**config.mk**
```make
export PLATFORM = sky130hd
export DESIGN_NAME = gshare_predictor
export DESIGN_NICKNAME = d
export VERILOG_FILES = /design/src/rtl/gshare_predictor_pkg.sv /design/src/rtl/gshare_predictor_pht.sv /design/src/rtl/gshare_predictor.sv
export SDC_FILE = /design/constraint.sdc
export NUM_CORES = 1
export LEC_CHECK = 0
export ABC_AREA = 1
export ABC_CLOCK_PERIOD_IN_PS = 4300
export CORE_MARGIN = 8
export CORE_UTILIZATION = 30
export DETAILED_ROUTE_END_ITERATION = 8
export DONT_BUFFER_PORTS = 1
export MAX_ROUTING_LAYER = met4
export SYNTH_ARGS = -nofsm -noshare
export SYNTH_HDL_FRONTEND = slang
export SYNTH_SLANG_ARGS = --single-unit
```
**constraint.sdc**
```tcl
create_clock -name clk -period 4.3 [get_ports clk]
set_input_delay 0.645 -clock clk [delete_from_list [all_inputs] [get_ports clk]]
set_output_delay 0.645 -clock clk [all_outputs]
set_load 0.02 [all_outputs]
```
**src/rtl/gshare_predictor_pkg.sv**
```systemverilog
// Shared definitions for the gshare predictor: counter encodings, saturating
// update, B-type immediate extraction and the BRANCH opcode.
package gshare_predictor_pkg;

    typedef enum logic [1:0] {
        CTR_SNT = 2'b00,
        CTR_WNT = 2'b01,
        CTR_WT  = 2'b10,
        CTR_ST  = 2'b11
    } ctr_e;

    localparam logic [6:0] OPC_BRANCH = 7'b1100011;

    function automatic logic [1:0] ctr_update(input logic [1:0] ctr, input logic taken);
        logic [1:0] res;
        res = ctr;
        if (taken) begin
            if (ctr != CTR_ST) res = ctr + 2'd1;
        end else begin
            if (ctr != CTR_SNT) res = ctr - 2'd1;
        end
        return res;
    endfunction

    function automatic logic [31:0] b_imm(input logic [31:0] inst);
        return {{19{inst[31]}}, inst[31], inst[7], inst[30:25], inst[11:8], 1'b0};
    endfunction

endpackage

```
**src/rtl/gshare_predictor_pht.sv**
```systemverilog
// Pattern history table: 2^IDX_W two-bit saturating counters with one
// combinational read port and one synchronous saturating-update port.
module gshare_pht
    import gshare_predictor_pkg::*;
#(
    parameter int         IDX_W   = 6,
    parameter logic [1:0] CTR_RST = 2'b01
) (
    input  logic             clk,
    input  logic             rst,
    input  logic [IDX_W-1:0] ridx,
    output logic [1:0]       rctr,
    input  logic             we,
    input  logic [IDX_W-1:0] widx,
    input  logic             wtaken,
    output logic [1:0]       wctr
);

    localparam int DEPTH = 1 << IDX_W;

    logic [1:0] ctr_q [DEPTH];

    assign rctr = ctr_q[ridx];
    // Post-update value of the entry being written; the top may forward it.
    assign wctr = ctr_update(ctr_q[widx], wtaken);

    always_ff @(posedge clk) begin
        if (rst) begin
            for (int i = 0; i < DEPTH; i++) ctr_q[i] <= CTR_RST;
        end else if (we) begin
            ctr_q[widx] <= wctr;
        end
    end

endmodule

```
**src/rtl/gshare_predictor.sv**
```systemverilog
// Gshare branch predictor: PC xor global history indexes a PHT of 2-bit counters.
// Define GSHARE_SPEC_HIST_EN for speculative history with mispredict repair and PHT forwarding.
module gshare_predictor
    import gshare_predictor_pkg::*;
#(
    parameter int         IDX_W   = 6,
    parameter int         HIST_W  = 6,
    parameter logic [1:0] CTR_RST = 2'b01
) (
    input  logic              clk,
    input  logic              rst,
    input  logic              rdy,
    input  logic              pred_en,
    input  logic [31:0]       pred_pc,
    input  logic [31:0]       pred_inst,
    output logic              pred_out_en,
    output logic              pred,
    output logic [31:0]       pred_addr,
    output logic [HIST_W-1:0] pred_hist,
    input  logic              br_en,
    input  logic              br_taken,
    input  logic              br_mistaken,
    input  logic [31:0]       br_pc,
    input  logic [HIST_W-1:0] br_hist
);

    logic [HIST_W-1:0] ghr_q, ghr_d;
    logic              pred_out_en_q, pred_out_en_d;
    logic              pred_q, pred_d;
    logic [31:0]       pred_addr_q, pred_addr_d;
    logic [HIST_W-1:0] pred_hist_q, pred_hist_d;

    logic [IDX_W-1:0]  pidx, uidx;
    logic [1:0]        rd_ctr, wr_ctr;
    logic              pred_bit;
    logic [HIST_W:0]   ghr_ext;
    logic [HIST_W:0]   repair_ext;

    assign pidx = pred_pc[IDX_W+1:2] ^ IDX_W'(ghr_q);
    assign uidx = br_pc[IDX_W+1:2]   ^ IDX_W'(br_hist);

    gshare_pht #(
        .IDX_W   (IDX_W),
        .CTR_RST (CTR_RST)
    ) u_pht (
        .clk    (clk),
        .rst    (rst),
        .ridx   (pidx),
        .rctr   (rd_ctr),
        .we     (rdy & br_en),
        .widx   (uidx),
        .wtaken (br_taken),
        .wctr   (wr_ctr)
    );

    always_comb begin
        pred_bit = rd_ctr[1];
`ifdef GSHARE_SPEC_HIST_EN
        if (br_en && (uidx == pidx)) pred_bit = wr_ctr[1];
`endif
    end

    // The extra low bit lets one slice express the shift for any HIST_W >= 1.
    always_comb begin
        ghr_d      = ghr_q;
        ghr_ext    = {ghr_q, br_taken};
        repair_ext = {br_hist, br_taken};
`ifdef GSHARE_SPEC_HIST_EN
        if (br_en && br_mistaken) begin
            ghr_d = repair_ext[HIST_W-1:0];
        end else if (pred_en) begin
            ghr_ext = {ghr_q, pred_bit};
            ghr_d   = ghr_ext[HIST_W-1:0];
        end
`else
        if (br_en) ghr_d = ghr_ext[HIST_W-1:0];
`endif
    end

    always_comb begin
        pred_out_en_d = pred_en;
        pred_d        = pred_bit;
        pred_hist_d   = ghr_q;
        pred_addr_d   = pred_pc + (pred_bit ? b_imm(pred_inst) : 32'd4);
    end

    always_ff @(posedge clk) begin
        if (rst) begin
            ghr_q         <= '0;
            pred_out_en_q <= 1'b0;
            pred_q        <= 1'b0;
            pred_addr_q   <= '0;
            pred_hist_q   <= '0;
        end else if (rdy) begin
            ghr_q         <= ghr_d;
            pred_out_en_q <= pred_out_en_d;
            pred_q        <= pred_d;
            pred_addr_q   <= pred_addr_d;
            pred_hist_q   <= pred_hist_d;
        end
    end

    assign pred_out_en = pred_out_en_q;
    assign pred        = pred_q;
    assign pred_addr   = pred_addr_q;
    assign pred_hist   = pred_hist_q;

    logic unused_bits;
    assign unused_bits = ^{(pred_inst[6:0] == OPC_BRANCH), pred_inst, br_pc,
                           br_mistaken, rd_ctr[0], wr_ctr[0], repair_ext};

endmodule
```
# [Word-level counts from Yosys, hierarchy flattened]
# Memory sizes are Yosys's and may differ from the RTL's.
# Index checks and enable logic that the tools add are counted.
[word_totals] reg_bits=46 mem_count=1 mem_bits_ro=0 latch_bits=0 ramBits=128 wordCells=28
[memory_table] name="u_pht.ctr_q" depth=64 width=2 rd=2 rd_ports_with_merged_regs=0 write_ports=64 line_no="gshare_predictor_pht.sv:21" text="logic [1:0] ctr_q [DEPTH];"
[op_classes] n_addsub=3 n_bitwise=3 mux=12 mul=0 magnitude_cmp=0 n_shift=0 reduce_logical=3 n_eq_ne=1 div=0
[ops] operator="$add 32x32->32" count=1
[ops] operator="$mux 32" count=1
[ops] operator="$xor 6x6->6" count=2
[ops] operator="$mux 2" count=4
[ops] operator="$mux 1" count=6
[ops] operator="$mux 6" count=1
[ops] operator="$add 2x1->2 const B" count=1
[ops] operator="$ne 2x2->1 const B" count=1
[ops] operator="$reduce_and 2->1" count=1
[ops] operator="$reduce_bool 2->1" count=1
[ops] operator="$reduce_or 2->1" count=1
[ops] operator="$sub 2x1->2 const B" count=1
[ops] operator="$and 1x1->1" count=1

# [Longest topological paths before layout]
[depth] ltp_word=6 mapped_depth=30

# [Hierarchy]
# A second synthesis with hierarchy kept.
[unflattened] hier_cells=1947 hier_area_um2=12404.4
[modules_own_cells] module="gshare_pht" area_each_um2=8225.4 seq_area_each_um2=3843.7 instances=1 cells_per_inst=1171
[modules_own_cells] module="gshare_predictor" area_each_um2=4179.0 seq_area_each_um2=920.9 instances=1 cells_per_inst=776

# [Worst setup path before layout]
# No wires, ideal clock.
[synth_path] kind="in2reg" from="input pred_pc[2]" to="register pred_addr_q[25] (netlist: pred_addr[25])" setup_time_ps=56 required_time_ps=4244 cell_stages=30 setup_slack_ps=298 arrival_time_ps=3947 path_buffers=2 cell_sequence="inv_1 > nand2_1 > nand2_1 > clkbuf_1 > nand2_1 > nand3_1 > nand3_1 > nand3_1 > nand3_1 > nand3_1 > nand2_1 > buf_2 > nor2_1 > ha_1 > inv_1 > fa_1 > o21ai_0 > nand2_1 > o211ai_1 > nand2_1 > nand2_1 > nand2_1 > nand2_1 > nand2_1 > nand2_1 > nand2_1 > a21o_1 > nand3_1 > nand2_1 > inv_1"
[synth_between] elab_chain_len=4
[synth_lines] element="from (decl)" line_no="gshare_predictor.sv:14" text="input logic [31:0] pred_pc,"
[synth_lines] element="$xor 6x6->6" line_no="gshare_predictor.sv:39" text="assign pidx = pred_pc[IDX_W+1:2] ^ IDX_W'(ghr_q);"
[synth_lines] element="$mem_v2 64x2"
[synth_lines] element="$mux 32" line_no="gshare_predictor.sv:84" text="pred_addr_d = pred_pc + (pred_bit ? b_imm(pred_inst) : 32'd4);"
[synth_lines] element="$add 32x32->32 (*)" line_no="gshare_predictor.sv:84"
[synth_lines] element="to (signal assigned)" line_no="gshare_predictor.sv:98" text="pred_addr_q <= pred_addr_d;"
[synth_lines] element="to (decl)" line_no="gshare_predictor.sv:30" text="logic [31:0] pred_addr_q, pred_addr_d;"
# Every way passes the cells marked *; elsewhere a longest branch is shown, timed or not.
# A chain may end at the register's enable or synchronous reset.

# [Worst setup path after layout]
[layout_path] from="register ghr_q[0]" to="register pred_addr_q[26] (netlist: pred_addr[26])"
[layout_between] elab_chain_len=4
[layout_lines] element="from (decl)" line_no="gshare_predictor.sv:27" text="logic [HIST_W-1:0] ghr_q, ghr_d;"
[layout_lines] element="from (signal assigned)" line_no="gshare_predictor.sv:95" text="ghr_q <= ghr_d;"
[layout_lines] element="$xor 6x6->6" line_no="gshare_predictor.sv:39"
[layout_lines] element="$mem_v2 64x2"
[layout_lines] element="$mux 32" line_no="gshare_predictor.sv:84"
[layout_lines] element="$add 32x32->32" line_no="gshare_predictor.sv:84"
# No other way between the ends.

==> results.txt <==
status -> completed
Multi-input gate area -> 4930 um2
# clock sinks -> 174
first-pass GRT wire length -> 51.7 mm
Max Fanout on Critical Path -> 13
CTS tree -> built
xor/xnor share of the synthesized area -> 0.0298
die height -> 205 um
cts hold-fix bufs -> 0
clock buffer count from CTS -> 17
Post-Syn Instances -> 1,395
met2 Use GR -> 0.259
CTS HTree Levels -> 4
setup TNS -> 0 ns
Yosys cell types -> 40
Non-Filler Instances -> 1,870
main combinational cell family by area after synthesis -> simple AND/OR/NAND/NOR gates
WL/cell -> 18.2 um
Layout area overhead -> 11.2%
DRT Wirelength -> 34.1 mm
deepest clock path buffer count -> 2
sequential cell area -> 4760 um2
die width -> 205 um
dpl hpwl -> 24.3 mm
Slew headroom -> 0.378
Setup Skew -> 0.0101 ns
critical path data arrival time -> 4.33 ns
FP Rows -> 69
Syn Area/Cell -> 7.71 um2
power per cell area -> 397 nW/um2
GRT overflow -> 0
vias -> 9,623
post-synthesis sequential area ratio -> 0.443
Worst Setup Start Kind -> register
Worst-Skew Late Latency -> 0.44 ns
hold path depth -> 1
final slew viol count -> 0
GR Util met1 -> 0.202
Post-Synth Adder-Cell Area -> 0.0368
dpl cell area -> 11,300 um2
mapped cell area -> 10,700 um2
Worst Tran Pin Value -> 0.932 ns
critical path endpoint category -> register
RSZ-0062 raised after global routing -> false
initial antenna violation count -> 0
Final Wtd Congestion -> 0.963
# fillers -> 3,690
Reg clk slew, reported paths -> 0.07 ns
Final ANT Viol Nets -> 0
worst min path class -> input port to register
total of max-cap violations -> 0
vias in the first global route -> 9,177
vias per inst -> 5.15
Pleak -> 4.80 nW
Peak supply drop -> 0.000188 V
hold violation count in the final report -> 0
Port Buffers -> 0
starting density of the core -> 0.304
die area -> 42,100 um2
share of cells above drive strength 1 -> 0.101
Final setup viols -> 0
Pre-antenna DRT Iters -> 5
Seq cells post-synth -> 174
initial DRC count -> 1,037
pin count of the biggest net entering global routing -> 55
GRT Util Overall -> 0.163
Final Power -> 0.00474 W
crit path kind -> register to register
mux contribution to synthesized area -> 0
Ant. Diodes -> 0
Most Crowded Layer GR -> met2
core area -> 35,400 um2
CP required -> 4.68 ns
Synth Area in Compound Gates -> 0.0970
Post-route DRC -> 0
cell area after layout -> 12,000 um2
I/O pins -> 149
Min Hold Slack -> 0.286 ns
layout net count -> 1,536
Max Fclk -> 253 MHz
Clock Tree Root -> clkbuf_16
post-synthesis net count -> 1,535
area share of and/or/nand/nor cells after synthesis -> 0.294
Placed Cells -> 1,838
cells on worst reg2reg path -> 26
final worst path period share -> 0.919
routing usage on met3 -> 0.0288
Min Clock Period, post-route -> 3.95 ns
Ys Warns -> 0
-- worst max-delay path, cell delays in order (launching register included) --
cell and delay (ns):
dfxtp_1 0.36, inv_2 0.08, nand2_1 0.10, nand2_1 0.09, buf_4 0.20, nand2_1 0.07, nand3_1 0.08, nand3_1 0.09
nand3_1 0.13, nand3_1 0.15, nand3_2 0.15, buf_4 0.17, nand3_1 0.09, inv_1 0.23, ha_1 0.47, nand2_1 0.12
nor2_1 0.19, inv_1 0.07, nor3_1 0.19, nand3_1 0.12, nand3_1 0.19, nand2_1 0.10, a21oi_1 0.14, nor2_1 0.05
nand2_1 0.08, o211ai_1 0.08, inv_1 0.09
-- repair_timing --
item                       4_1_cts  5_1_grt
gates resized for setup          0        8
buffers inserted                 0        0
setup endpoints to repair        0       13
-- sequential cells by signal (all words and copies together) (netlist names) --
register     cells
pred_out_en      1
pred_addr       32
pred             1
u_pht.ctr_q    128
pred_hist        6
ghr_q            6
-- synth_stat cells --
library cell,n,area share
nand3_4,1,0.0016
nor2_1,237,0.083
buf_6,14,0.015
buf_2,11,0.0051
clkbuf_1,26,0.0091
a21o_1,7,0.0049
nand2_2,2,0.0012
a211oi_1,5,0.0035
nand2_4,2,0.0021
a31oi_1,3,0.0017
o22ai_1,23,0.013
inv_2,6,0.0021
o21a_1,1,0.00070
nand2_1,254,0.089
o21bai_1,2,0.0014
fa_1,1,0.0019
ha_1,30,0.035
clkinv_1,2,0.00070
o211ai_1,10,0.0070
o21ai_1,1,0.00047
nand3_2,3,0.0028
buf_4,3,0.0021
a21oi_1,57,0.027
o221ai_1,5,0.0041
o2111ai_1,1,0.00081
edfxtp_1,128,0.36
o22a_1,5,0.0041
inv_1,188,0.066
nor3_1,9,0.0042
a21boi_0,2,0.0014
nand4_1,10,0.0058
a22oi_1,8,0.0056
nor2_2,51,0.030
xnor2_2,1,0.0015
nand3_1,161,0.075
o21ai_0,46,0.021
xor2_2,2,0.0030
xor2_1,17,0.014
dfxtp_1,46,0.086
xnor2_1,14,0.011
-- area by class of cell --
type / count / share of cell area
timing repair buffer: 36 / 0.0271
clock inverter: 15 / 0.0164
clock buffer: 17 / 0.0356
multi-input combinational: 971 / 0.413
tap: 461 / 0.0482
inverter: 196 / 0.0615
sequential: 174 / 0.398
-- report_power, final --
group | internal [W] | switching (W)
combinational | 0.000348 | 0.000794
sequential | 0.00186 | 0.000101
clock | 0.000888 | 0.000755
-- kinds of logic after synthesis --
family                   count (synthesis)
AND/OR/NAND/NOR                        730
adder cells (fa/ha/maj)                 31
flip-flops                             174
buffers and inverters                  250
AO/OA/AOI/OAI                          176
XOR/XNOR                                34
-- path summary, 6_finish.rpt --
path | start | endpoint | slack [ns]
worst max-delay path | ghr_q[0] | pred_addr[26] | 0.35
worst min-delay path | rst | pred_hist[3] | 0.29
worst max register to register | ghr_q[0] | pred_addr[26] | 0.35
worst min register to register | ghr_q[2] | pred_hist[2] | 0.52
-- routing by layer --
metal  vias to the layer above  part of all wire
met4                         0             0.038
met1                      4554              0.42
met5                         -                 0
met2                       391              0.47
li1                       4598                 -
met3                        80             0.071
-- layout by cell type, fill, tap and decap left out, drive strengths merged --
| master | count |
|---|---|
| a211oi | 5 |
| a21boi | 2 |
| a21o | 7 |
| a21oi | 57 |
| a22oi | 8 |
| a31oi | 3 |
| buf | 36 |
| bufinv | 2 |
| clkbuf | 17 |
| clkinv | 7 |
| clkinvlp | 2 |
| dfxtp | 46 |
| edfxtp | 128 |
| fa | 1 |
| ha | 30 |
| inv | 200 |
| nand2 | 258 |
| nand3 | 165 |
| nand4 | 10 |
| nor2 | 288 |
| nor3 | 9 |
| o2111ai | 1 |
| o211ai | 10 |
| o21a | 1 |
| o21ai | 47 |
| o21bai | 2 |
| o221ai | 5 |
| o22a | 5 |
| o22ai | 23 |
| xnor2 | 15 |
| xor2 | 19 |
-- per-stage QoR --
stage / setup WS (ns) / utilization
after CTS: 0.194 / 0.337
final: 0.349 / 0.338
after floorplan: 0.298 / -
after detailed placement: -0.0188 / 0.320
after global routing: 0.00339 / 0.338
after global placement: 0.0523 / 0.320
(Power assumes the default switching activity.)
